<file path="config.mk">
export PLATFORM = sky130hd
export DESIGN_NAME = master_pin_ctrl
export DESIGN_NICKNAME = d
export VERILOG_FILES = /design/src/rtl/pin_pkg.sv /design/src/rtl/pin_timeout_counter.sv /design/src/rtl/master_pin_ctrl.sv
export SDC_FILE = /design/constraint.sdc
export NUM_CORES = 1
export LEC_CHECK = 0
export ABC_CLOCK_PERIOD_IN_PS = 2800
export BUFFER_PORTS_ARGS = -buffer_cell sky130_fd_sc_hd__buf_2
export CAP_MARGIN = 10
export CORE_MARGIN = 3
export CORE_UTILIZATION = 33
export CTS_BUF_LIST = sky130_fd_sc_hd__clkbuf_2
export CTS_CLUSTER_DIAMETER = 120
export DETAILED_ROUTE_END_ITERATION = 12
export PLACE_DENSITY = 0.63
export SYNTH_ARGS = -nofsm -noshare
export SYNTH_HDL_FRONTEND = slang
export SYNTH_HIERARCHICAL = 1
export SYNTH_SLANG_ARGS = --single-unit
</file>
<file path="constraint.sdc">
create_clock -name clk -period 2.8 [get_ports clk]
set_clock_uncertainty 0.2 [all_clocks]
set_input_delay 0.28 -clock clk [delete_from_list [all_inputs] [get_ports clk]]
set_output_delay 0.28 -clock clk [all_outputs]
set_load 0.02 [all_outputs]
</file>
<file path="src/rtl/pin_pkg.sv">
// pin_pkg: shared types and constants for the lock's PIN datapath.
//   digit_t        - one BCD digit
//   DIGIT_INVALID  - filler value for an empty or scrubbed digit slot
//   DIGIT_MAX      - largest legal digit value
//   err_t          - error qualifier reported by master_pin_ctrl
//   pinPac_t       - assembled 4-digit PIN plus its valid flag, as exchanged
//                    with the keypad assembler
package pin_pkg;

  typedef logic [3:0] digit_t;

  localparam digit_t DIGIT_INVALID = 4'hF;
  localparam digit_t DIGIT_MAX     = 4'd9;

  typedef enum logic [2:0] {
    ERR_NONE     = 3'd0,
    ERR_INVALID  = 3'd1,
    ERR_MISMATCH = 3'd2,
    ERR_TIMEOUT  = 3'd3,
    ERR_SAME     = 3'd4
  } err_t;

  typedef struct packed {
    logic             valid;
    digit_t [3:0]     digits;
  } pinPac_t;

  function automatic logic digit_is_legal(digit_t d);
    return d <= DIGIT_MAX;
  endfunction

endpackage

</file>
<file path="src/rtl/pin_timeout_counter.sv">
// pin_timeout_counter: idle-cycle counter for the master-PIN wait states.
//   clk, rst  - clock, asynchronous active-low reset
//   clear     - restart counting from zero (wins over enable)
//   enable    - count this cycle
//   expired   - combinational: enabled while the count already sits at
//               TIMEOUT_CYCLES-1, i.e. this edge is the TIMEOUT_CYCLES-th idle edge
module pin_timeout_counter #(
  parameter int TIMEOUT_CYCLES = 1000
) (
  input  logic clk,
  input  logic rst,
  input  logic clear,
  input  logic enable,
  output logic expired
);

  localparam int CW = (TIMEOUT_CYCLES > 2) ? $clog2(TIMEOUT_CYCLES) : 1;
  localparam logic [CW-1:0] LAST = CW'(TIMEOUT_CYCLES - 1);

  logic [CW-1:0] count_reg;

  assign expired = enable && (count_reg == LAST);

  // Restart after expiry so the counter never wraps through stale values.
  always_ff @(posedge clk or negedge rst) begin
    if (!rst) begin
      count_reg <= '0;
    end else if (clear || expired) begin
      count_reg <= '0;
    end else if (enable) begin
      count_reg <= count_reg + CW'(1);
    end
  end

endmodule

</file>
<file path="src/rtl/master_pin_ctrl.sv">
// master_pin_ctrl: two-entry master-PIN change controller.
//   A change_req opens the change; the new PIN must be entered twice
//   (WAIT_FIRST, WAIT_CONFIRM) before it is committed to master_digits.
// Ports:
//   clk, rst (async active-low), change_req, abort, pin_valid, pin_digits
//   master_digits, master_valid, busy, done, error, err_code
// Build option: define MASTER_PIN_REJECT_SAME_EN to reject a new PIN equal
//   to the current master PIN with ERR_SAME.
module master_pin_ctrl
  import pin_pkg::*;
#(
  parameter int DIGITS         = 4,
  parameter int TIMEOUT_CYCLES = 1000
) (
  input  logic                 clk,
  input  logic                 rst,
  input  logic                 change_req,
  input  logic                 abort,
  input  logic                 pin_valid,
  input  digit_t [DIGITS-1:0]  pin_digits,
  output digit_t [DIGITS-1:0]  master_digits,
  output logic                 master_valid,
  output logic                 busy,
  output logic                 done,
  output logic                 error,
  output err_t                 err_code
);

  localparam logic [1:0] IDLE         = 2'd0;
  localparam logic [1:0] WAIT_FIRST   = 2'd1;
  localparam logic [1:0] WAIT_CONFIRM = 2'd2;

  localparam digit_t [DIGITS-1:0] PIN_BLANK = {DIGITS{DIGIT_INVALID}};

  logic [1:0]          state_reg, state_next;
  digit_t [DIGITS-1:0] shadow_reg, shadow_next;
  digit_t [DIGITS-1:0] master_reg, master_next;
  logic                master_valid_reg, master_valid_next;
  logic                busy_reg;
  logic                done_reg, done_next;
  logic                error_reg, error_next;
  err_t                err_code_reg, err_code_next;

  logic                in_wait;
  logic                timer_clear, timer_enable, timer_expired;
  logic [DIGITS-1:0]   digit_ok;
  logic                pin_ok;
  logic                pin_eq_shadow;
`ifdef MASTER_PIN_REJECT_SAME_EN
  logic                pin_eq_master;
  assign pin_eq_master = (pin_digits == master_reg);
`endif

  for (genvar gi = 0; gi < DIGITS; gi++) begin : g_digit_check
    assign digit_ok[gi] = digit_is_legal(pin_digits[gi]);
  end

  assign pin_ok        = &digit_ok;
  assign pin_eq_shadow = (pin_digits == shadow_reg);
  assign in_wait       = (state_reg != IDLE);

  // Any accepted strobe or abort restarts the idle window.
  assign timer_clear  = !in_wait || pin_valid || abort;
  assign timer_enable = in_wait && !pin_valid && !abort;

  pin_timeout_counter #(
    .TIMEOUT_CYCLES(TIMEOUT_CYCLES)
  ) u_timeout (
    .clk    (clk),
    .rst    (rst),
    .clear  (timer_clear),
    .enable (timer_enable),
    .expired(timer_expired)
  );

  always_comb begin
    state_next        = state_reg;
    shadow_next       = shadow_reg;
    master_next       = master_reg;
    master_valid_next = master_valid_reg;
    done_next         = 1'b0;
    error_next        = 1'b0;
    err_code_next     = err_code_reg;

    case (state_reg)
      IDLE: begin
        if (change_req) state_next = WAIT_FIRST;
      end
      WAIT_FIRST: begin
        if (abort) begin
          state_next = IDLE;
        end else if (pin_valid) begin
          if (!pin_ok) begin
            error_next    = 1'b1;
            err_code_next = ERR_INVALID;
`ifdef MASTER_PIN_REJECT_SAME_EN
          end else if (master_valid_reg && pin_eq_master) begin
            error_next    = 1'b1;
            err_code_next = ERR_SAME;
`endif
          end else begin
            shadow_next = pin_digits;
            state_next  = WAIT_CONFIRM;
          end
        end else if (timer_expired) begin
          error_next    = 1'b1;
          err_code_next = ERR_TIMEOUT;
          state_next    = IDLE;
        end
      end
      WAIT_CONFIRM: begin
        if (abort) begin
          state_next = IDLE;
        end else if (pin_valid) begin
          // The shadow only ever holds a legal PIN, so an illegal entry
          // can never compare equal and falls into the mismatch path.
          if (pin_eq_shadow) begin
            master_next       = shadow_reg;
            master_valid_next = 1'b1;
            done_next         = 1'b1;
          end else begin
            error_next    = 1'b1;
            err_code_next = ERR_MISMATCH;
          end
          state_next = IDLE;
        end else if (timer_expired) begin
          error_next    = 1'b1;
          err_code_next = ERR_TIMEOUT;
          state_next    = IDLE;
        end
      end
      default: state_next = IDLE;
    endcase

    // Never leave a half-entered PIN lying around once the change ends.
    if (state_next == IDLE) shadow_next = PIN_BLANK;
  end

  always_ff @(posedge clk or negedge rst) begin
    if (!rst) begin
      state_reg        <= IDLE;
      shadow_reg       <= PIN_BLANK;
      master_reg       <= PIN_BLANK;
      master_valid_reg <= 1'b0;
      busy_reg         <= 1'b0;
      done_reg         <= 1'b0;
      error_reg        <= 1'b0;
      err_code_reg     <= ERR_NONE;
    end else begin
      state_reg        <= state_next;
      shadow_reg       <= shadow_next;
      master_reg       <= master_next;
      master_valid_reg <= master_valid_next;
      busy_reg         <= (state_next != IDLE);
      done_reg         <= done_next;
      error_reg        <= error_next;
      err_code_reg     <= err_code_next;
    end
  end

  assign master_digits = master_reg;
  assign master_valid  = master_valid_reg;
  assign busy          = busy_reg;
  assign done          = done_reg;
  assign error         = error_reg;
  assign err_code      = err_code_reg;

endmodule

</file>
After elaboration in Yosys (flattened, before gate mapping)
Index checks and enable logic that the tools add are counted.
{ "classes": {"div": 0, "n_mul": 0, "mux": 35, "reduce_logical": 22, "add_sub_neg": 1, "magnitude_cmp": 4, "shift": 0, "eq_ne": 9, "bitwise_logic": 1} }
{ "ops": {"columns": ["op", "count"], "rows": [
  ["16-bit two-way mux", 5],
  ["3-bit two-way mux", 7],
  ["10-bit two-way mux", 2],
  ["16-bit == test", 1],
  ["4-bit <= comparator (second input constant)", 4],
  ["2-bit two-way mux", 7],
  ["2-bit nonzero test", 7],
  ["4-bit AND reduction", 3],
  ["1-bit two-way mux", 11],
  ["10-bit by 1-bit adder with 10-bit output (second input constant)", 1],
  ["10-bit == test (second input constant)", 1],
  ["3-bit inequality test (second input constant)", 2],
  ["2-bit case mux with 3 select lines", 1],
  ["3-bit case mux with 2 select lines", 1],
  ["5-bit AND reduction", 1],
  ["2-bit zero test", 2],
  ["2-bit inequality test (second input constant)", 2],
  ["1-bit logical AND", 3],
  ["1-bit zero test", 3],
  ["1-bit logical OR", 3],
  ["2-bit by 1-bit == test with 1-bit output (second input constant)", 1],
  ["2-bit == test (second input constant)", 1],
  ["2-bit by 1-bit inequality test with 1-bit output (second input constant)", 1],
  ["1-bit case mux with 2 select lines", 1],
  ["1-bit inverter", 1]
]} }
{ "totals": {"mem_bits_ro": 0, "mem_bits_rw": 0, "memories": 0, "wordCells": 87, "regBits": 51, "latch_bits": 0} }

Logic depth before layout (Yosys ltp)
Gate-level depths: netlist of run 1.
{ "logic_depth": {"depth_word": 11, "ltp_mapped": 12, "depth_no_buf": 11} }

Cells and area by module
Netlist of run 1, hierarchy kept.
{ "modules_own_cells": {"columns": ["module", "area_each_um2", "cells_per_inst", "instances"], "rows": [
  ["master_pin_ctrl", 2026.9, 163, 1],
  ["pin_timeout_counter", 538.0, 53, 1]
]} }

Worst setup path after synthesis of run 1
OpenSTA, ideal clock, no wires.
{ "synth_path": {"kind": "flip-flop to flip-flop", "from": "register state_reg[0]", "to": "register busy_reg (netlist: busy)", "path_slack_ns": 0.218, "arrival_time_ns": 2.255, "stages_incl_launch_ff": 11, "required_ns": 2.473, "path_cell_list": "dfrtp_1 inv_1 ha_1 or3_1 inv_1 buf_4 nand4_1 nor3_1 a221oi_1 a41o_1 or2_2"} }
{ "synth_between": {"elab_chain_cells": 9} }
{ "synth_rtl": {"columns": ["element", "line", "source"], "rows": [
  ["from (decl)", "master_pin_ctrl.sv:35", "logic [1:0] state_reg, state_next;"],
  ["from (signal assigned)", "master_pin_ctrl.sv:150", "state_reg <= state_next;"],
  ["2-bit nonzero test *", "master_pin_ctrl.sv:60", "assign in_wait = (state_reg != IDLE);"],
  ["1-bit logical AND * (2 in series)", "master_pin_ctrl.sv:64", "assign timer_enable = in_wait && !pin_valid && !abort;"],
  ["net timer_enable", "master_pin_ctrl.sv:45", "logic timer_clear, timer_enable, timer_expired;"],
  ["1-bit logical AND *", "pin_timeout_counter.sv:22", "assign expired = enable && (count_reg == LAST);"],
  ["net timer_expired", "master_pin_ctrl.sv:45", null],
  ["2-bit two-way mux *", "master_pin_ctrl.sv:105, master_pin_ctrl.sv:126", null],
  ["2-bit two-way mux, on equally long branches", "master_pin_ctrl.sv:114, master_pin_ctrl.sv:92", null],
  ["2-bit two-way mux, on equally long branches", "master_pin_ctrl.sv:112, master_pin_ctrl.sv:90", null],
  ["2-bit case mux with 3 select lines *", "master_pin_ctrl.sv:85", "case (state_reg)"],
  ["2-bit nonzero test *", "master_pin_ctrl.sv:154", "busy_reg <= (state_next != IDLE);"],
  ["to (signal assigned)", "master_pin_ctrl.sv:154", null],
  ["to (decl)", "master_pin_ctrl.sv:39", "logic busy_reg;"]
]} }
The timed path passes the listed nets; every way through them passes the cells marked *.
A chain may end at the register's enable or synchronous reset.

Final worst setup path of run 1
{ "layout_path": {"from": "register state_reg[1]", "to": "register err_code_reg[2] (netlist: err_code[2])"} }
{ "layout_between": {"elab_chain_cells": 8} }
{ "layout_rtl": {"columns": ["element", "line", "source"], "rows": [
  ["2-bit nonzero test *", "master_pin_ctrl.sv:60", null],
  ["1-bit logical AND * (2 in series)", "master_pin_ctrl.sv:64", null],
  ["net timer_enable", "master_pin_ctrl.sv:45", null],
  ["1-bit logical AND *", "pin_timeout_counter.sv:22", null],
  ["net timer_expired", "master_pin_ctrl.sv:45", null],
  ["3-bit two-way mux *", null, null],
  ["3-bit two-way mux, on equally long branches (2 in series)", null, null],
  ["3-bit case mux with 2 select lines *", "master_pin_ctrl.sv:85", null],
  ["to (signal assigned)", "master_pin_ctrl.sv:157", "err_code_reg <= err_code_next;"],
  ["to (decl)", "master_pin_ctrl.sv:42", "err_t err_code_reg, err_code_next;"]
]} }
The timed path passes the listed nets; every way through them passes the cells marked *. The select of a mux whose other input is x is not followed.

==> flow_summary.toml, run 1 <==
[power]
switching_share = 0.299
powerDensity_nw_per_um2 = 486
pwr-share-seq = 0.519
ir_drop_mv = 0.219
clockPowerShare = 0.248
combPwrFrac = 0.233
total_power_w = 0.00155
p_sw_w = 0.000464
p_int_w = 0.00109
power.leakage_nw = 1.35

[timing]
setup-violations-final = 0
worst_pin_slew_ns = 0.530
finalHoldViolCount = 0
slew_violations = 0
setup_tns_ns = 0
finalCritPeriodShare = 0.923
slew-limit-headroom = 0.647
max_freq_mhz = 387
period_minus_slack_ns = 2.58

[synthesis]
netlist-cell-type-count = 43
ys_ff_latch = 51
synthesis.area_um2 = 2560
synth_common_cells = "32 x dfstp_2, 28 x o21ai_0, 19 x dfrtp_1, 19 x xor2_1, 17 x mux2i_1"
synthTopCellsByArea = "dfstp_2 33%, dfrtp_1 19%, mux2i_1 6.6%"
syn-num-nets = 242
postSynthCellCount = 216
yosysWarnings = 6
synth-async-reset-ratio = 1.00
synth.avg_cell_area_um2 = 11.9
yosysMostFrequentCell = "dfstp_2"
synth-edff-count = 0
yosysTopAreaCell = "dfstp_2"
yosysSeqAreaShare = 0.513
yosys_most_used_dff = "dfstp_2"
yosysTopAreaCellShare = 0.328

[routing]
avgViaCountPerCell = 4.90
routedWlPerCell_um = 14.5
drt_iter0_markers = 75
drcViolationCount = 0
wl_mm = 5.64
postRouteAntennaNets = 0
vias = 1901
firstDrtPassIters = 4

[floorplanning]
design.core.area_um2 = 7410
dieArea_um2 = 8870
rows = 31
start_util = 0.346
die_w_um = 94.2
num_io_pins = 44
fp.dieH_um = 94.2

[clocking]
cts_buffers = 5
clock-root-buffer = "clkbuf_2"
htree_levels = 2
cts_tree = "yes"
clk_path_buf_depth = 2
clock_sinks = 51
clkLatencyLatePin_ns = 0.43
clkTransAtPathRegs_ns = 0.24

[place]
gp_congestion = 0.823
hpwl_mm = 4.14
dp.cells = 360
placed_area_um2 = 2920
portBuffers = 43

[critical_path]
cp-end-kind = "register"
cpPeakStageDelay_ns = 0.45
r2r_slack_ns = 0.22
rr_worst_depth = 11
crit_family = "simple AND/OR/NAND/NOR gates"
crit_start = "state_reg[1]"
cp.arrival_ns = 2.73
r2r_start = "state_reg[1]"
path_cells = "inv_1 > ha_1 > or3_1 > inv_1 > nand4_1 > nor3_2 > o21ba_2 > o21ai_0 > a31oi_1 > o21ai_0 > and2_1"
crit_slowest_cell = "dfrtp_1"
critical_path_buf_inv_count = 2
critical_path_class = "register to register"
start_kind = "register"
reg2reg_to = "err_code[2]"
crit_required_ns = 2.95
critPathMaxFanout = 4

[global_routing]
overflow = 0
grt_max_degree = 25
track_usage = 0.130
antenna_found_initial = 0
grt_pass1_wl_mm = 8.99
grt_pass1_vias = 1901

[min_path]
worstHoldStart = "abort"
hold_class = "input pin to register"
min_path_cells = 3
whs_endpoint = "err_code[0]"

[final_layout]
antenna_cells = 0
final.fill_count = 703
final_cells = 388
final_nets = 314
area_delta_synth_final_pct = 24.2
drive_gt1_frac = 0.419
postLayoutCellArea_um2 = 3190

[run]
max_cap_viol_count = 0

[outcome]
outcome = "finished clean"
## per-layer routing
metal,vias up,global-route usage,part of all wire
li1,918,-,-
met1,948,0.158,0.44
met2,28,0.226,0.52
met3,7,0.0248,0.031
met4,0,0.0493,0.014
met5,-,0,0
## cells by family (layout without fill, tap and decap cells)
logic type | Yosys count | count (layout) | share of synthesized area
compound gates | 46 | 46 | 0.109
buf+inv | 13 | 86 | 0.0263
mux | 33 | 33 | 0.148
fa+ha+maj | 5 | 5 | 0.0244
flops | 51 | 51 | 0.513
xor+xnor | 20 | 20 | 0.0683
simple gates | 48 | 48 | 0.111
## power groups by stage
| stage | logic (W) | clock network, W | registers (W) |
|---|---|---|---|
| 6_report | 0.000362 | 0.000384 | 0.000804 |
| 5_1_grt | 0.000398 | 0.000421 | 0.000809 |
| 4_1_cts | 0.000339 | 0.000399 | 0.000812 |
| 3_5_place_dp | 0.000320 | 0 | 0.000821 |
| 3_3_place_gp | 0.000311 | 0 | 0.000820 |
| 2_1_floorplan | 0.000172 | 0 | 0.000840 |
## worst max path at each step
stage	to	slack [ns]	depth (start not counted)
after global routing	err_code[2]	-0.007	11
after CTS	shadow_reg[14]	0.004	10
after global placement	busy	0.21	9
final	err_code[2]	0.22	11
after detailed placement	shadow_reg[14]	0.08	10
after floorplan	busy	0.22	10
## placed cells by master, fill, tap and decap left out, drive strengths merged, types with 2 or more instances in the layout
| master | instances |
|---|---|
| or2 | 2 |
| nand2b | 2 |
| and2 | 2 |
| ha | 5 |
| or3 | 5 |
| dfrtp | 19 |
| xor2 | 19 |
| dlygate4sd3 | 17 |
| a21oi | 9 |
| mux2i | 17 |
| clkbuf | 7 |
| o31ai | 2 |
| inv | 7 |
| nand2 | 9 |
| nor2 | 7 |
| mux2 | 16 |
| o21ai | 28 |
| nand4 | 8 |
| buf | 54 |
| nor3 | 3 |
| dfstp | 32 |
| nor4 | 4 |
## repair_timing
action                                 4_1_cts  5_1_grt
setup endpoints to repair                    0       21
resized for setup                            0        4
buffers inserted                             0        3
endpoints found under the hold margin       38        0
hold buffers                                17        0
## area by class of cell
type                    instances  area, um^2  share of cell area
inverters                       7        26.3             0.00824
well taps                      99         124              0.0389
multi-input cells             152        1190               0.373
flip-flops and latches         51        1320               0.413
repair buffers                 71         468               0.147
clock buffers                   7        35.0              0.0110
clock inverters                 1        30.0             0.00942
## worst register-to-register path: stages (launching register included)
cell and delay, ns:
dfrtp_1 0.45, inv_1 0.08, ha_1 0.21, or3_1 0.34, inv_1 0.09, nand4_1 0.13
nor3_2 0.23, o21ba_2 0.16, o21ai_0 0.07, a31oi_1 0.25, o21ai_0 0.13, and2_1 0.17
## stage by stage
stage	util	setup WS, ns	hold WS, ns
after floorplan	-	0.218	-0.216
after global placement	0.395	0.213	0.0844
after detailed placement	0.395	0.0835	0.0844
after CTS	0.426	0.00353	0.0253
after global routing	0.430	-0.00744	0.0455
final	0.430	0.215	0.0462
Note: power is estimated with default switching activity, not from simulation.
==> inputs of run 2 (changes only) <==
- RECOVER_POWER: unset -> 100
==> run 2 against run 1 <==
  * Global-route usage unchanged
  * Sequential power about the same
  * Critical path depth decreased by 1
  * Non-clock buffer count unchanged
  * Register-to-register slack about the same
  * Core utilization decreased by 1.1 points
  * Critical endpoint is now shadow_reg[6]
  * Largest power group unchanged
  * Highest routed layer unchanged
==> flow_summary.toml, run 2 (same netlist as run 1, synthesis figures left out) <==
[outcome]
outcome = "finished clean"

[floorplanning]
start_util = 0.346
rows = 31
num_io_pins = 44
design.core.area_um2 = 7410
fp.dieH_um = 94.2
die_w_um = 94.2
dieArea_um2 = 8870

[critical_path]
r2r_slack_ns = 0.21
reg2reg_to = "shadow_reg[6]"
start_kind = "register"
critical_path_class = "register to register"
crit_required_ns = 2.97
rr_worst_depth = 10
cp.arrival_ns = 2.76
critPathMaxFanout = 10
cp-end-kind = "register"
r2r_start = "state_reg[1]"

[min_path]
min_path_cells = 3
whs_endpoint = "err_code[0]"
hold_class = "input pin to register"
worstHoldStart = "abort"

[routing]
vias = 1892
postRouteAntennaNets = 0
routedWlPerCell_um = 14.6
drt_iter0_markers = 73
firstDrtPassIters = 5
wl_mm = 5.66
avgViaCountPerCell = 4.88
drcViolationCount = 0

[power]
power.leakage_nw = 1.27
powerDensity_nw_per_um2 = 496
ir_drop_mv = 0.218

[clocking]
clock-root-buffer = "clkbuf_2"
cts_tree = "yes"
clkTransAtPathRegs_ns = 0.24
clk_path_buf_depth = 2
clkLatencyLatePin_ns = 0.43
cts_buffers = 5
clock_sinks = 51
htree_levels = 2

[place]
placed_area_um2 = 2920
gp_congestion = 0.823
hpwl_mm = 4.14
portBuffers = 43

[timing]
period_minus_slack_ns = 2.59
finalCritPeriodShare = 0.924
slew-limit-headroom = 0.159
setup-violations-final = 0
slew_violations = 0
whs_ns = 0.0140
max_freq_mhz = 386
finalHoldViolCount = 0
worst_pin_slew_ns = 1.26

[global_routing]
use_met3 = 0.0248
antenna_found_initial = 0
overflow = 0
grt_pass1_vias = 1901
grt_most_used_layer = "met2"
grt_max_degree = 25
use_met1 = 0.158
track_usage = 0.130
grt_pass1_wl_mm = 8.99
met2_usage = 0.226

[final_layout]
final.fill_count = 727
final_nets = 314
final_cell_mix = "26 x o21ai_0, 26 x buf_2, 24 x dfstp_2"
area_delta_synth_final_pct = 20.9
drive_gt1_frac = 0.291
postLayoutCellArea_um2 = 3100
antenna_cells = 0

[run]
max_cap_viol_count = 0
## run 2: where the power goes
group          internal (W)  leakage (nW)  switching [W]  total [W]
registers          0.000780         0.588      0.0000237   0.000804
logic              0.000136         0.642       0.000214   0.000350
clock network      0.000159        0.0432       0.000226   0.000385
## run 2: routing by layer
metal | vias to the layer above | share of wire
li1 | 918 | -
met1 | 940 | 0.44
met2 | 27 | 0.51
met3 | 7 | 0.032
met4 | 0 | 0.014
met5 | - | 0
## run 2: timing repair
action	CTS	global route
setup endpoints to repair	0	21
endpoints found under the hold margin	38	0
hold buffers	17	0
setup buffers	0	3
gates resized for setup	0	4
## run 2: worst max-delay path by stage
stage,start,end,slack [ns],depth (start not counted)
after floorplan,state_reg[0],busy,0.22,10
final,state_reg[1],shadow_reg[6],0.21,10
after global placement,state_reg[0],busy,0.21,9
after detailed placement,state_reg[0],shadow_reg[14],0.08,10
after CTS,state_reg[0],shadow_reg[14],0.004,10
after global routing,state_reg[1],shadow_reg[10],-0.007,10
## run 2: stage by stage
step                      std cells   util  setup WS (ns)  setup TNS, ns  total power, W
after floorplan                 216      -          0.218              0         0.00101
after global placement          360  0.395          0.213              0         0.00113
after detailed placement        360  0.395         0.0835              0         0.00114
after CTS                       385  0.426        0.00353              0         0.00155
after global routing            388  0.419       -0.00706        -0.0151         0.00162
final                           388  0.419          0.212              0         0.00154
## run 2: cell type report
class | instances | area (um^2) | share of cell area
Clock buffer | 7 | 35.0 | 0.0113
Clock inverter | 1 | 30.0 | 0.00968
Inverter | 7 | 26.3 | 0.00847
Multi-Input combinational cell | 152 | 1140 | 0.366
Sequential cell | 51 | 1320 | 0.424
Tap cell | 99 | 124 | 0.0399
Timing Repair Buffer | 71 | 434 | 0.140
## run 2: critical path, stage by stage, from the launching register on
cell      delay (ns)
dfrtp_1         0.45
inv_1           0.08
ha_1            0.21
or3_1           0.34
inv_1           0.09
nand4_1         0.13
nor3_2          0.23
a221oi_1        0.14
a41o_1          0.29
buf_4           0.21
o21ai_0         0.17
==> inputs of run 3 (changes only) <==
- SYNTH_HIERARCHICAL: 1 -> unset
==> run 3 against run 2 <==
  * Sequential cell count did not move
  * Final cell count is 3.4% lower
  * Count of clock-buffer cells in the layout shrank 2
  * Design area shrank 3.3%
  * Global-route usage down 0.54 points
  * Critical path depth decreased by 3
  * Synthesized area shrank 2.7%
  * Combinational power is 12% lower
  * Largest cell class unchanged
  * Largest power group unchanged
  * Highest routed layer unchanged
==> flow_summary.toml, run 3 <==
[clocking]
post_cts_resized = 0
clkLatencyLatePin_ns = 0.42
htree_levels = 2
cts_buffers = 5
clock-root-buffer = "clkbuf_2"
clock_sinks = 51
clk_path_buf_depth = 2
postCtsSetupBuffers = 0
cts_tree = "yes"
clkTransAtPathRegs_ns = 0.25

[floorplanning]
rows = 31
design.core.area_um2 = 7290
fp.dieH_um = 93.0
die_w_um = 93.0
dieArea_um2 = 8640
start_util = 0.342
num_io_pins = 44

[timing]
whs_ns = 0.0405
slew-limit-headroom = 0.421
worst_pin_slew_ns = 0.868
finalCritPeriodShare = 0.857
setup-violations-final = 0
layout_setup_ws_ns = 0.401
setup_tns_ns = 0
slew_violations = 0
max_freq_mhz = 417
period_minus_slack_ns = 2.40
rsz0062_at_grt = "no"
finalHoldViolCount = 0

[synthesis]
synth_top_family_by_area = "multiplexers"
synthesis.area_um2 = 2500
synth_compound_area_frac = 0.0521
yosysTopAreaCellShare = 0.337
yosysWarnings = 0
synth-async-reset-ratio = 1.00
ys_ff_latch = 51
synth_common_cells = "32 x dfstp_2, 21 x nand2_1, 19 x dfrtp_1"
yosysSeqAreaShare = 0.527
yosys.area_share.xor_xnor = 0.0872
netlist-cell-type-count = 41
synthMuxAreaShare = 0.148
postSynthCellCount = 208
yosys_most_used_dff = "dfstp_2"
yosys.area_share.simple = 0.129
synth_fa_ha_area_frac = 0.0251
yosysTopAreaCell = "dfstp_2"
synthTopCellsByArea = "dfstp_2 34%, dfrtp_1 19%, mux2i_1 6.4%"
yosysMostFrequentCell = "dfstp_2"
synth-edff-count = 0
syn-num-nets = 234
synth.avg_cell_area_um2 = 12.0

[routing]
postRouteAntennaNets = 0
vias = 1708
routedWlPerCell_um = 13.5
drcViolationCount = 0
avgViaCountPerCell = 4.55
wl_mm = 5.05
drt_iter0_markers = 80
firstDrtPassIters = 5

[place]
hpwl_mm = 3.72
gp_congestion = 0.768
portBuffers = 43
dp.cells = 350
placed_area_um2 = 2830
dp_slack_ns = 0.507

[final_layout]
final_cell_mix = "27 x buf_2, 24 x dfstp_2, 21 x nand2_1, 19 x dfrtp_1, 18 x clkbuf_1"
postLayoutCellArea_um2 = 3000
final_cells = 375
antenna_cells = 0
layout_commonest_cell = "buf_2"
area_delta_synth_final_pct = 20.2
drive_gt1_frac = 0.272
final_nets = 301

[critical_path]
r2r_slack_ns = 0.40
critPathMaxFanout = 8
cp.arrival_ns = 2.56
cp-end-kind = "register"
critical_path_class = "register to register"
start_kind = "register"
crit_required_ns = 2.96
rr_worst_depth = 7

[power]
power.leakage_nw = 1.25
p_int_w = 0.00103
powerDensity_nw_per_um2 = 490
switching_share = 0.299
ir_drop_mv = 0.173
pwr-share-seq = 0.540
p_sw_w = 0.000440
clockPowerShare = 0.250
combPwrFrac = 0.210

[global_routing]
antenna_found_initial = 0
grt_pass1_wl_mm = 8.47
grt_max_degree = 41
track_usage = 0.124
grt_pass1_vias = 1772
overflow = 0

[min_path]
min_path_cells = 3
hold_class = "input pin to register"

[run]
max_cap_viol_count = 0

[outcome]
outcome = "finished clean"
## run 3: per-stage QoR
stage / total power, W / util
CTS: 0.00151 / 0.420
global route: 0.00157 / 0.411
global placement: 0.00111 / 0.388
floorplan: 0.000995 / -
detailed placement: 0.00111 / 0.388
finish: 0.00147 / 0.411
## run 3: critical path, cell delays in order, from the launching register on
cell and delay, ns:
dfstp_1 0.62, xnor2_1 0.13, nand3_1 0.11, nor4_1 0.25
nand3_1 0.15, or3_1 0.35, clkbuf_2 0.21, mux2_2 0.31
## run 3: area by class of cell
class,count,area (um^2)
tap,99,124
fill,744,4290
sequential,51,1320
clock inverter,3,38.8
inverter,7,26.3
multi-input combinational,144,1070
timing repair buffer,66,398
clock buffer,5,25.0
## run 3: repair_timing
action	in CTS	in global routing
setup endpoints to repair	0	0
hold buffers	17	0
endpoints found under the hold margin	35	0
## run 3: path summary, 6_finish.rpt
check	startpoint	to
setup / recovery	shadow_reg[15]	master_digits[10]
hold / removal	pin_valid	u_timeout.count_reg[2]
setup reg to reg	shadow_reg[15]	master_digits[10]
hold reg to reg	u_timeout.count_reg[0]	u_timeout.count_reg[0]
max in group asynchronous	rst	shadow_reg[12]
min in group asynchronous	rst	err_code[2]
## run 3: cell families (layout without fill, tap and decap cells)
logic type      after synthesis  in the layout
buf+inv                      13             81
xor+xnor                     24             24
flops                        51             51
mux                          32             32
compound gates               19             19
fa+ha+maj                     5              5
simple gates                 64             64
## run 3: power by group through the flow
stage               clock network, W  registers (W)  logic, W
floorplan                          0       0.000827  0.000168
global placement                   0       0.000806  0.000304
detailed placement                 0       0.000806  0.000306
CTS                         0.000390       0.000796  0.000325
global route                0.000419       0.000802  0.000348
finish                      0.000368       0.000795  0.000308
## run 3: metal layers
layer / wire length [um] / GRT usage / vias up
met4: 78 / 0.0366 / 0
met3: 234 / 0.0338 / 7
met1: 2340 / 0.164 / 821
li1: - / - / 842
met2: 2400 / 0.200 / 38
met5: 0 / 0 / -
